[src/rtl/arc4_sched.sv]
// rtl/arc4_sched.sv - ARC4 engine sequencer and single-port S RAM arbiter
// Optional per-phase watchdog compiled in with ARC4_WATCHDOG_EN.
module arc4_sched #(
  parameter int unsigned TIMEOUT = 1024
) (
  input  logic        clk,
  input  logic        rst,
  input  logic        en,
  output logic        rdy,
  output logic        done,
  output logic        err,
  input  logic [23:0] key,
  output logic [23:0] ksa_key,
  output logic        init_en,
  output logic        ksa_en,
  output logic        prga_en,
  input  logic        init_rdy,
  input  logic        ksa_rdy,
  input  logic        prga_rdy,
  input  logic [7:0]  init_addr,
  input  logic [7:0]  ksa_addr,
  input  logic [7:0]  prga_addr,
  input  logic [7:0]  init_wrdata,
  input  logic [7:0]  ksa_wrdata,
  input  logic [7:0]  prga_wrdata,
  input  logic        init_wren,
  input  logic        ksa_wren,
  input  logic        prga_wren,
  output logic [7:0]  mem_addr,
  output logic [7:0]  mem_wrdata,
  output logic        mem_wren,
  input  logic [7:0]  mem_rddata,
  output logic [7:0]  eng_rddata
);

  typedef enum logic [2:0] {S_IDLE, S_GO, S_BUSY, S_WAIT, S_DONE, S_ERROR} state_t;
  typedef enum logic [1:0] {OWN_INIT, OWN_KSA, OWN_PRGA, OWN_NONE} owner_t;

  if (TIMEOUT < 2 || TIMEOUT > 65535) begin : g_bad_timeout
    $error("arc4_sched: TIMEOUT must be in 2..65535");
  end

  state_t      state_q, state_d;
  owner_t      owner_q, owner_d;
  logic [1:0]  phase_q, phase_d;
  logic [23:0] key_q;
  logic        eng_rdy;
  logic        timeout;
  logic        accept;

  assign accept = en && (state_q == S_IDLE || state_q == S_ERROR);

  always_comb begin
    eng_rdy = 1'b1;
    case (phase_q)
      2'd0:    eng_rdy = init_rdy;
      2'd1:    eng_rdy = ksa_rdy;
      2'd2:    eng_rdy = prga_rdy;
      default: eng_rdy = 1'b1;
    endcase
  end

`ifdef ARC4_WATCHDOG_EN
  logic [15:0] wd_cnt_q;
  logic        err_q;

  // Trip one cycle early so the counter has reached TIMEOUT-1 as ERROR is entered.
  assign timeout = (state_q == S_BUSY || state_q == S_WAIT) &&
                   (wd_cnt_q == 16'(TIMEOUT - 2));

  always_ff @(posedge clk or posedge rst) begin
    if (rst) begin
      wd_cnt_q <= '0;
    end else if (state_q == S_GO) begin
      wd_cnt_q <= '0;
    end else if (state_q == S_BUSY || state_q == S_WAIT) begin
      wd_cnt_q <= wd_cnt_q + 16'd1;
    end
  end

  always_ff @(posedge clk or posedge rst) begin
    if (rst) begin
      err_q <= 1'b0;
    end else if (accept) begin
      err_q <= 1'b0;
    end else if (state_d == S_ERROR && state_q != S_ERROR) begin
      err_q <= 1'b1;
    end
  end

  assign err = err_q;
`else
  assign timeout = 1'b0;
  assign err     = 1'b0;
`endif

  always_comb begin
    state_d = state_q;
    phase_d = phase_q;
    owner_d = owner_q;
    case (state_q)
      S_IDLE, S_ERROR: begin
        if (en) begin
          state_d = S_GO;
          phase_d = 2'd0;
          owner_d = OWN_NONE;
        end
      end
      S_GO: begin
        owner_d = owner_t'(phase_q);
        state_d = S_BUSY;
      end
      S_BUSY: begin
        if (!eng_rdy) begin
          state_d = S_WAIT;
        end else if (timeout) begin
          state_d = S_ERROR;
          owner_d = OWN_NONE;
        end
      end
      S_WAIT: begin
        if (eng_rdy) begin
          owner_d = OWN_NONE;
          if (phase_q < 2'd2) begin
            phase_d = phase_q + 2'd1;
            state_d = S_GO;
          end else begin
            state_d = S_DONE;
          end
        end else if (timeout) begin
          state_d = S_ERROR;
          owner_d = OWN_NONE;
        end
      end
      S_DONE: begin
        owner_d = OWN_NONE;
        state_d = S_IDLE;
      end
      default: begin
        state_d = S_IDLE;
        owner_d = OWN_NONE;
      end
    endcase
  end

  always_ff @(posedge clk or posedge rst) begin
    if (rst) begin
      state_q <= S_IDLE;
      phase_q <= 2'd0;
      owner_q <= OWN_NONE;
      key_q   <= '0;
    end else begin
      state_q <= state_d;
      phase_q <= phase_d;
      owner_q <= owner_d;
      if (accept) key_q <= key;
    end
  end

  // Handshake outputs decode straight from state so reset removes them immediately.
  assign rdy     = (state_q == S_IDLE) || (state_q == S_ERROR);
  assign done    = (state_q == S_DONE);
  assign init_en = (state_q == S_GO) && (phase_q == 2'd0);
  assign ksa_en  = (state_q == S_GO) && (phase_q == 2'd1);
  assign prga_en = (state_q == S_GO) && (phase_q == 2'd2);
  assign ksa_key = key_q;

  always_comb begin
    mem_addr   = 8'h00;
    mem_wrdata = 8'h00;
    mem_wren   = 1'b0;
    case (owner_q)
      OWN_INIT: begin
        mem_addr   = init_addr;
        mem_wrdata = init_wrdata;
        mem_wren   = init_wren;
      end
      OWN_KSA: begin
        mem_addr   = ksa_addr;
        mem_wrdata = ksa_wrdata;
        mem_wren   = ksa_wren;
      end
      OWN_PRGA: begin
        mem_addr   = prga_addr;
        mem_wrdata = prga_wrdata;
        mem_wren   = prga_wren;
      end
      default: begin
        mem_addr   = 8'h00;
        mem_wrdata = 8'h00;
        mem_wren   = 1'b0;
      end
    endcase
  end

  assign eng_rddata = mem_rddata;

endmodule

[config.mk]
export PLATFORM = sky130hd
export DESIGN_NAME = arc4_sched
export DESIGN_NICKNAME = d
export VERILOG_FILES = /design/src/rtl/arc4_sched.sv
export SDC_FILE = /design/constraint.sdc
export NUM_CORES = 1
export LEC_CHECK = 0
export CAP_MARGIN = 20
export CORE_ASPECT_RATIO = 0.8
export CORE_MARGIN = 2
export CORE_UTILIZATION = 37
export CTS_CLUSTER_DIAMETER = 30
export DETAILED_ROUTE_END_ITERATION = 7
export PLACE_DENSITY_LB_ADDON = 0.2
export SLEW_MARGIN = 25
export SYNTH_ARGS = -nofsm -noshare
export SYNTH_HDL_FRONTEND = slang
export SYNTH_SLANG_ARGS = --single-unit
[constraint.sdc]
create_clock -name clk -period 4.91 [get_ports clk]
set_clock_uncertainty 0.1 [all_clocks]
set_input_delay 1.473 -clock clk [delete_from_list [all_inputs] [get_ports clk]]
set_output_delay 1.473 -clock clk [all_outputs]
set_load 0.05 [all_outputs]
==> flow_summary.ini <==
[synthesis]
yosys.area.top_type = dfrtp_1
syn_nets = 272
yosys-top-cells-area = dfrtp_1, mux2_4, mux2i_1
synth-simple-area-share = 0.1280
synth_xor_area_frac = 0.008317
synth-compound-area-share = 0.09853
syn_area_mm2 = 0.001956
synth.avg_cell_area_um2 = 10.93
synth_seq_cells = 31
synth_top_family_by_area = multiplexers
yosysSeqAreaShare = 0.3980
yosysTopAreaCellShare = 0.3711
muxShareOfSynthArea = 0.2636
synth-adder-area-share = 0.02559
syn_inst = 179
async_flop_share = 1.000
synth-main-ff-cell = dfrtp_1
synth-edff-count = 0
synth_most_common_cell = dfrtp_1
synth_common_cells = dfrtp_1, mux2_4, nand2_1, o21ai_0, mux2i_1
yosysUniqueCellTypes = 36
yosysWarnings = 0

[power]
power_switching_w = 0.001157
powerDensity_mw_per_mm2 = 701.6
peakVddDrop_mv = 0.5067
combPwrFrac = 0.684
internal_power_w = 0.001120
leakage_nw = 1.406
clock_power_share = 0.087
pwr-share-seq = 0.229
switching_share = 0.5080

[floorplanning]
core_mm2 = 0.005065
start_util = 0.3861
die_x_um = 85.28
io_pins = 144
die_height_um = 69.03
die_area_mm2 = 0.005886
rows = 23

[global_route]
grt.busiest_layer = met2
grt-ovfl-total = 0
use_met2 = 0.2951
grt_antenna_before_repair = 0
grt_max_degree = 25
grt_pass1_wl_um = 8832
grt_pass1_vias = 1800
met3_usage = 0.07186
grt_usage = 0.1879
gr-usage-met1 = 0.2364

[timing]
worst_pin_slew_ns = 0.8741
whs_ns = 0.4060
setup_viol = 0
clock.fmax_ghz = 0.2187
maxSlewViolCount = 0
rsz0062_at_grt = false
fin_crit_sh = 0.9310
period_minus_slack_ns = 4.571
finalHoldViolations = 0
worst_slew_margin_rel = 0.4159
fin_tns_setup_ns = 0

[route]
drtIter0Drc = 71
drc_errors = 0
drtAntennaViolNets = 0
wirelength_um = 5384
drt-pass1-iter-count = 4
viasPerCell = 4.872
dr_total_vias = 1744
wire_per_inst_um = 15.04

[worst_setup_path]
crit_path_max_incr_delay_ns = 0.82
crit_fanout = 1
arrival_ns = 3.00
required_ns = 3.34
rrSetupSlack_ns = 2.78
slowest_stage = clkdlybuf4s50_1
worstPathCellList = clkdlybuf4s50_1 -> mux2i_1 -> o21ai_0 -> clkdlybuf4s50_1
cp-start-kind = input port
worst_setup_path_end_kind = primary output
cp_top_family = buffers and inverters
path_buf_inv = 2
crit_top_cell = clkdlybuf4s50_1
criticalPathCategory = in -> out

[clock_network]
numCtsBuffers = 5
clkLatencyLatePin_ns = 0.29
clk_pin_slew_ns = 0.07
h-tree-depth = 2
tritoncts = done
postCtsHoldBufs = 0
post_cts_buffers = 0
cts_resized = 0
clockBufferDepth = 2
cts.sinks = 31
clockRootBuffer = clkbuf_8

[min_path]
hold_path.class = reg -> reg

[cells_and_area]
antenna_cells = 0
regArea_um2 = 778.2
multi_input_area_mm2 = 0.001028
final_core_util = 0.6408
fillers = 425
drive_gt1_frac = 0.1689
synthToLayoutAreaGrowth_pct = 65.96
fin_nets = 388

[run_status]
status = finished clean

[placement]
gp_congestion = 0.7467
hpwl_um = 4156
port_buffers = 126

[job]
maxCapViolCount = 0
[power by group through the flow]
stage                     sequential (W)  combinational [W]  clock [W]
after global routing            0.000547            0.00164   0.000213
after CTS                       0.000524            0.00157   0.000203
after global placement          0.000523            0.00155          0
final                           0.000522            0.00156   0.000197
after floorplan                 0.000822           0.000801          0
after detailed placement        0.000520            0.00157          0
[path summary, 6_finish.rpt]
| check | start | endpoint | cells after the start |
|---|---|---|---|
| worst max-delay path | init_addr[0] | mem_addr[0] | 4 |
| worst min-delay path | ksa_key[16] | ksa_key[16] | 1 |
| worst max register to register | state_q[2] | ksa_key[14] | 3 |
| worst min register to register | ksa_key[16] | ksa_key[16] | 1 |
| max in group asynchronous | rst | ksa_key[22] | 3 |
| min in group asynchronous | rst | ksa_key[14] | 2 |
[area by class of cell]
class,instances,area share
multi-input combinational,124,0.3169
inverter,4,0.004626
clock inverter,2,0.003855
clock buffer,6,0.02236
timing repair buffer,129,0.3886
tap,62,0.02390
sequential,31,0.2398
[stage by stage]
stage	worst slack (ns)	cells	area [um2]	power, W
after floorplan	0.7200	179	1956	0.001623
after global placement	0.3618	350	3161	0.002073
after detailed placement	0.3246	350	3161	0.002092
after CTS	0.3247	358	3246	0.002300
after global routing	0.2395	358	3246	0.002401
final	0.3385	358	3246	0.002277
[state kept, by name (all words and copies together), names as in the netlist]
register / count
state_q: 3
phase_q: 2
owner_q: 2
ksa_key: 24
[cells in the final DEF, fill, tap and decap left out, types with 5 or more instances in the layout]
| cell | netlist | routed |
|---|---|---|
| mux2_4 | 20 | 20 |
| clkdlybuf4s50_1 | 0 | 117 |
| buf_4 | 11 | 12 |
| nand2_1 | 18 | 18 |
| mux2i_1 | 17 | 17 |
| o21ai_0 | 18 | 18 |
| dfrtp_1 | 29 | 29 |
| clkbuf_8 | 0 | 5 |
[cell families (layout without fill, tap and decap cells)]
group,Yosys count,after routing
and+or+nand+nor,46,46
muxes,41,41
AOI/OAI and AO/OA,31,31
DFF,31,31
buffers and inverters,24,141
adders and majority gates,4,4
other,1,1
xor gates and xnor gates,1,1
[per-layer routing]
metal | routed length, um | share of wire
met1 | 2319 | 0.43
met4 | 88 | 0.016
met5 | 0 | 0
met3 | 530 | 0.098
met2 | 2446 | 0.45
Power figures use the tool's default switching activity.
